[config.mk]
export PLATFORM = sky130hd
export DESIGN_NAME = pipe_hazard_ctrl
export DESIGN_NICKNAME = d
export VERILOG_FILES = /design/src/rtl/pipe_hazard_ctrl.sv
export SDC_FILE = /design/constraint.sdc
export NUM_CORES = 1
export LEC_CHECK = 0
export BUFFER_PORTS_ARGS = -buffer_cell sky130_fd_sc_hd__buf_2
export CORE_MARGIN = 8
export CORE_UTILIZATION = 51
export CTS_CLUSTER_SIZE = 28
export DETAILED_ROUTE_END_ITERATION = 10
export PLACE_DENSITY = 0.78
export SYNTH_ARGS = -nofsm -noshare
export SYNTH_HDL_FRONTEND = slang
export SYNTH_SLANG_ARGS = --single-unit
[constraint.sdc]
create_clock -name clk -period 2.3 [get_ports clk]
set_input_delay 0.345 -clock clk [delete_from_list [all_inputs] [get_ports clk]]
set_output_delay 0.345 -clock clk [all_outputs]
set_load 0.05 [all_outputs]
[src/rtl/pipe_hazard_ctrl.sv]
// Hazard controller: scoreboard-driven stall, flush, forwarding select and stall-cycle counter.
// Define PIPE_HAZARD_FWD_EN to enable operand forwarding; otherwise every RAW match stalls.
module pipe_hazard_ctrl #(
  parameter int unsigned STAGES   = 3,
  parameter int unsigned REG_W    = 3,
  parameter int unsigned NUM_SRC  = 2,
  parameter int unsigned LOAD_LAT = 1,
  localparam int unsigned SEL_W   = (STAGES > 2) ? $clog2(STAGES) : 1
) (
  input  logic                       clk,
  input  logic                       rst,
  input  logic                       id_valid,
  input  logic [NUM_SRC*REG_W-1:0]   id_src,
  input  logic [NUM_SRC-1:0]         id_src_used,
  input  logic [REG_W-1:0]           id_rd,
  input  logic                       id_regwrt,
  input  logic                       id_is_load,
  input  logic                       ex_redirect,
  input  logic                       mem_done,
  output logic                       stall,
  output logic                       flush,
  output logic                       ex_valid_q,
  output logic [NUM_SRC*SEL_W-1:0]   fwd_sel_q,
  output logic [15:0]                stall_count
);

  // Entry 0 is EX, entry STAGES-1 is WB.
  logic [STAGES-1:0]             sb_v_q, sb_wr_q, sb_ld_q;
  logic [STAGES-1:0][REG_W-1:0]  sb_rd_q;

  logic [NUM_SRC-1:0]            src_match, src_load_haz;
  logic [NUM_SRC-1:0][SEL_W-1:0] src_sel;
  logic                          hazard, accept, count_en;

  // Scan oldest-to-youngest so the youngest match overwrites; WB entry is excluded.
  always_comb begin
    src_match    = '0;
    src_load_haz = '0;
    src_sel      = '0;
    for (int i = 0; i < int'(NUM_SRC); i++) begin
      for (int k = int'(STAGES) - 2; k >= 0; k--) begin
        if (id_src_used[i] && sb_v_q[k] && sb_wr_q[k] &&
            (sb_rd_q[k] == id_src[i*int'(REG_W) +: REG_W])) begin
          src_match[i]    = 1'b1;
          src_load_haz[i] = sb_ld_q[k] && (k < int'(LOAD_LAT));
          src_sel[i]      = SEL_W'(k + 1);
        end
      end
    end
  end

`ifdef PIPE_HAZARD_FWD_EN
  assign hazard = |src_load_haz;
`else
  assign hazard = |src_match;
`endif

  // Outputs are gated by rst so that during reset stall only reflects mem_done.
  assign flush    = rst & ex_redirect & mem_done;
  assign stall    = ~mem_done | (rst & id_valid & hazard & ~flush);
  assign accept   = id_valid & ~hazard & ~flush;
  assign count_en = id_valid & hazard & ~flush;

  always_ff @(posedge clk) begin
    if (!rst) begin
      sb_v_q      <= '0;
      sb_wr_q     <= '0;
      sb_ld_q     <= '0;
      sb_rd_q     <= '0;
      ex_valid_q  <= 1'b0;
      stall_count <= '0;
    end else if (mem_done) begin
      sb_v_q      <= {sb_v_q[STAGES-2:0],  accept};
      sb_wr_q     <= {sb_wr_q[STAGES-2:0], accept & id_regwrt};
      sb_ld_q     <= {sb_ld_q[STAGES-2:0], accept & id_is_load};
      sb_rd_q     <= {sb_rd_q[STAGES-2:0], accept ? id_rd : REG_W'(0)};
      ex_valid_q  <= accept;
      if (count_en && (stall_count != 16'hFFFF)) begin
        stall_count <= stall_count + 16'd1;
      end
    end
  end

`ifdef PIPE_HAZARD_FWD_EN
  always_ff @(posedge clk) begin
    if (!rst) begin
      fwd_sel_q <= '0;
    end else if (mem_done) begin
      fwd_sel_q <= accept ? src_sel : '0;
    end
  end
`else
  assign fwd_sel_q = '0;

  logic unused_fwd;
  assign unused_fwd = ^{src_sel, src_load_haz};
`endif

  // The WB entry is kept for depth bookkeeping but never compared.
  logic unused_wb;
  assign unused_wb = ^{sb_v_q[STAGES-1], sb_wr_q[STAGES-1], sb_ld_q[STAGES-1],
                       sb_rd_q[STAGES-1]};

endmodule
# --- After elaboration in Yosys (flattened, before gate mapping) ---
# Index checks and enable logic that the tools add are counted.
word_totals:
  regBits: 27
  in_bits: 18
  out_inout_bits: 23
  elab_cells: 46
op_classes:
  n_addsub: 1
  eq_ne: 5
  n_mux: 5
  bitwise: 14
  n_reduce_logical: 15
ops:
  columns: ["op", "n"]
  rows:
  - ["16-bit by 1-bit adder with 16-bit output, second input constant", 1]
  - ["16-bit != test, second input constant", 1]
  - ["1-bit logical AND", 13]
  - ["3-bit equality test", 4]
  - ["1-bit bitwise AND", 10]
  - ["1-bit 2-to-1 mux", 4]
  - ["3-bit 2-to-1 mux", 1]
  - ["1-bit inverter", 3]
  - ["2-bit AND reduction", 1]
  - ["2-bit OR reduction", 1]
  - ["1-bit OR", 1]

# --- Logic depth before layout (Yosys ltp) ---
depth:
  ltp_word: 10
  mapped_depth: 7
  depth_no_buf: 6

# --- Worst setup path before layout ---
# Ideal clock, no wire load.
synth_path:
  kind: "flip-flop to output port"
  from: "reg sb_v_q[0]"
  to: "out stall"
  t_arrival_ns: 2.675
  required_time_ns: 1.955
  slack_ns: -0.720
  path_stages_with_launch: 6
  n_path_buf: 1
  path_cell_list: "dfxtp_1 nand3_1 nor4_2 nor4_2 buf_4 o31ai_1"
synth_via:
  elab_chain_cells: 8
  word_cells_on_any_way: 12
  classes_between: "2 x mux; 3 x bitwise; 7 x reduce/logical"
synth_rtl:
  columns: ["element", "line_no", "source"]
  rows:
  - ["start, declared", "28", "logic [STAGES-1:0] sb_v_q, sb_wr_q, sb_ld_q;"]
  - ["start signal, assigned", "73", "sb_v_q <= {sb_v_q[STAGES-2:0], accept};"]
  - ["1-bit logical AND (3 in series)", "42", "if (id_src_used[i] && sb_v_q[k] && sb_wr_q[k] &&"]
  - ["1-bit 2-to-1 mux", "42", null]
  - ["2-bit OR reduction (*)", "55", "assign hazard = |src_match;"]
  - ["1-bit bitwise AND (*) (2 in series)", "60", "assign stall = ~mem_done | (rst & id_valid & hazard & ~flush);"]
  - ["1-bit OR (*)", "60", null]
  - ["end, declared", "20", "output logic stall,"]
# Mark *: on every way between the ends. The rest lies on a longest branch, timed or not.

# --- Worst setup path after layout ---
layout_path:
  from: "reg sb_rd_q[0] (netlist bit)"
  to: "out stall"
layout_via:
  elab_chain_cells: 7
  word_cells_on_any_way: 10
  classes_between: "2 x eq/ne; 2 x mux; 3 x bitwise; 3 x reduce/logical"
layout_rtl:
  columns: ["element", "line_no", "source"]
  rows:
  - ["start, declared", "29", "logic [STAGES-1:0][REG_W-1:0] sb_rd_q;"]
  - ["start signal, assigned", "76", "sb_rd_q <= {sb_rd_q[STAGES-2:0], accept ? id_rd : REG_W'(0)};"]
  - ["3-bit equality test", "43", "(sb_rd_q[k] == id_src[i*int'(REG_W) +: REG_W])) begin"]
  - ["1-bit logical AND", "42", null]
  - ["1-bit 2-to-1 mux", "42", null]
  - ["2-bit OR reduction (*)", "55", null]
  - ["1-bit bitwise AND (*) (2 in series)", "60", null]
  - ["1-bit OR (*)", "60", null]
# Marks and branches as above.

==> reports/metrics.cfg <==
[critical_path]
cpMaxStageDelayCell=dfxtp_2
cp-end-kind=output pin
arrival_ns=1.82
crit_chain=xor2_1 > nor4_4 > nor4_4 > o31ai_4 > buf_4
crit_path_max_fanout=4
cp_common_cell=nor4_4
cp.required_ns=1.96
crit_path_start_kind=register
crit_path_max_incr_delay_ns=0.38
worst-setup-path-type=reg -> out

[drt]
wl_mm=3.75
wl_per_cell_microns=15.8
vias=1437
drc_errors=0
viasPerCell=6.04
ant_nets=0
dr.pass1.iters=4
drt_iter0_markers=75

[clocking]
htree_levels=1
clock-root-buffer=clkbuf_4
cts.sinks=26
cts_made_buffers=3
insertion_delay_ns=0.32
clk_pin_slew_worst_paths_ns=0.14
ctsHoldBuffers=0
clk_path_buf_depth=2
cts_tree=yes

[timing]
rsz0062_at_grt=false
holdWs_ns=0.291
slew_violations=0
fin_crit_sh=0.941
tns_ns=0
setup_viol=0
max_freq_ghz=0.462
hold_violations=0
slew_headroom=0.543
worst_pin_slew_ns=0.677
clock_skew_ns=0.0106
period_minus_slack_ns=2.16

[pwr]
peakVddDrop_uv=354
powerDensity_mw_per_mm2=427
p_leak_uw=0.000710

[yosys]
yosysWarnings=0
synth_area_leaders=dfxtp_1, mux2i_1, xor2_1, nor4_2, o31ai_1
yosysSeqAreaShare=0.349
synth_area_sq_mm=0.00149
syn_inst=170
yosysTopAreaCellShare=0.349
synth_cell_types=29
synth_seq_cells=26
synth_top_cell_by_area=dfxtp_1
syn_avg_cell_area_sq_um=8.78

[floorplanning]
rows=19
die_width_microns=70.1
top_level_ports=41
start_util=0.537
coreArea_sq_mm=0.00278
die_area_sq_mm=0.00491
fp.dieH_microns=70.1

[cells_and_area]
final_cells=238
fin_nets=228
antenna_cells=0
syn_to_final_growth_pct=19.4
fillers=250
layout-drive-gt1-share=0.275

[global_routing]
grt_first_pass_wirelength_mm=6.40
track_usage=0.151
grt_overflow_total=0
grt_max_degree=20
grt_pass1_vias=1432
antenna_found_initial=0

[placement]
place_congestion=0.841
place_inst=234
numPortBuffers=35
hpwl_mm=2.90

[run]
maxCapViolCount=0

[min_path]
hold_path.class=in -> reg

[status]
status=finished clean

-- state kept, by name, indices dropped and copies added, names as in the netlist --
register     cells
sb_rd_q          6
stall_count     16
sb_v_q           2
sb_wr_q          2
-- through the flow --
step / setup slack, ns / total power, uW / utilization / area (sq um)
after floorplan: 0.162 / 542 / - / 1520
after global placement: 0.000989 / 567 / 0.616 / 1710
after detailed placement: -0.0353 / 571 / 0.616 / 1710
after CTS: 0.00302 / 763 / 0.627 / 1740
after global routing: 0.00988 / 800 / 0.641 / 1780
final: 0.135 / 762 / 0.641 / 1780
-- Yosys cell counts, drive strengths merged --
library cell / instances
mux2i: 11
nand2b: 5
xor2: 12
or4: 10
a21oi: 10
o41ai: 2
buf: 8
o211ai: 2
nor4b: 1
and3: 3
a22oi: 1
ha: 1
nand3: 11
a32oi: 4
inv: 4
and4: 1
nor2: 13
clkbuf: 3
dfxtp: 26
conb: 1
o31ai: 10
nand4: 6
nand2: 15
nor4: 9
clkinv: 1
-- power breakdown --
group	total (uW)	switching, uW	leakage (uW)	internal, uW
Clock	192	131	0.0000138	61.2
Combinational	108	74.5	0.000485	33.4
Sequential	461	5.80	0.000211	456
-- cells by family after synthesis --
| family | count (synthesis) | synth area share |
|---|---|---|
| xor+xnor | 12 | 0.0704 |
| other cells | 1 | 0.00251 |
| compound gates | 29 | 0.134 |
| flops | 26 | 0.349 |
| fa+ha+maj | 1 | 0.00838 |
| simple gates | 74 | 0.301 |
| buf+inv | 16 | 0.0612 |
| mux | 11 | 0.0738 |
-- path summary, 6_finish.rpt --
| path | start | slack, ns | cells past startpoint | end |
|---|---|---|---|---|
| setup reg to reg | sb_rd_q[0] | 0.15 | 7 | stall_count[8] |
| setup / recovery | sb_rd_q[0] | 0.14 | 5 | stall |
| hold reg to reg | stall_count[9] | 0.51 | 2 | stall_count[9] |
| hold / removal | id_rd[1] | 0.29 | 3 | sb_rd_q[1] |
-- layout make-up --
class / count / area, sq um / share of cell area
clock buffers: 3 / 22.5 / 0.0126
multi-input cells: 131 / 950 / 0.533
well taps: 31 / 38.8 / 0.0218
repair buffers: 42 / 230 / 0.129
flip-flops and latches: 26 / 523 / 0.293
inverters: 5 / 18.8 / 0.0105
-- what timing repair did --
action,in CTS,in global routing
buffers inserted,1,0
endpoints found under the setup margin,1,2
resized for setup,0,7
pin swaps,2,1
-- layer usage --
layer,up-vias,global-route usage,routed length [microns]
li1,709,-,-
met1,686,0.175,1610
met2,40,0.260,1900
met3,2,0.0395,221
met4,0,0.0513,22
met5,-,0,0
-- layout by cell type (no fill, tap or decap), types with 5 or more instances in the layout --
master    netlist  final
nor2_1         12     12
o31ai_1        10      9
mux2i_1        11     11
a21oi_1        10     10
or4_1          10     10
nand2_1        15     15
nand3_1        11     11
nand2b_1        5      5
buf_4           6      8
buf_2           1     34
dfxtp_1        26     24
nor4_4          0      5
xor2_1         12     12
nand4_1         6      6
-- critical path, delay by kind of cell, from the launching register on --
kind	cells	cell delay, ns
AOI/OAI and AO/OA	1	0.23
xor gates and xnor gates	1	0.19
buffers and inverters	1	0.23
DFF	1	0.38
and+or+nand+nor	2	0.46
(Power assumes the default switching activity.)
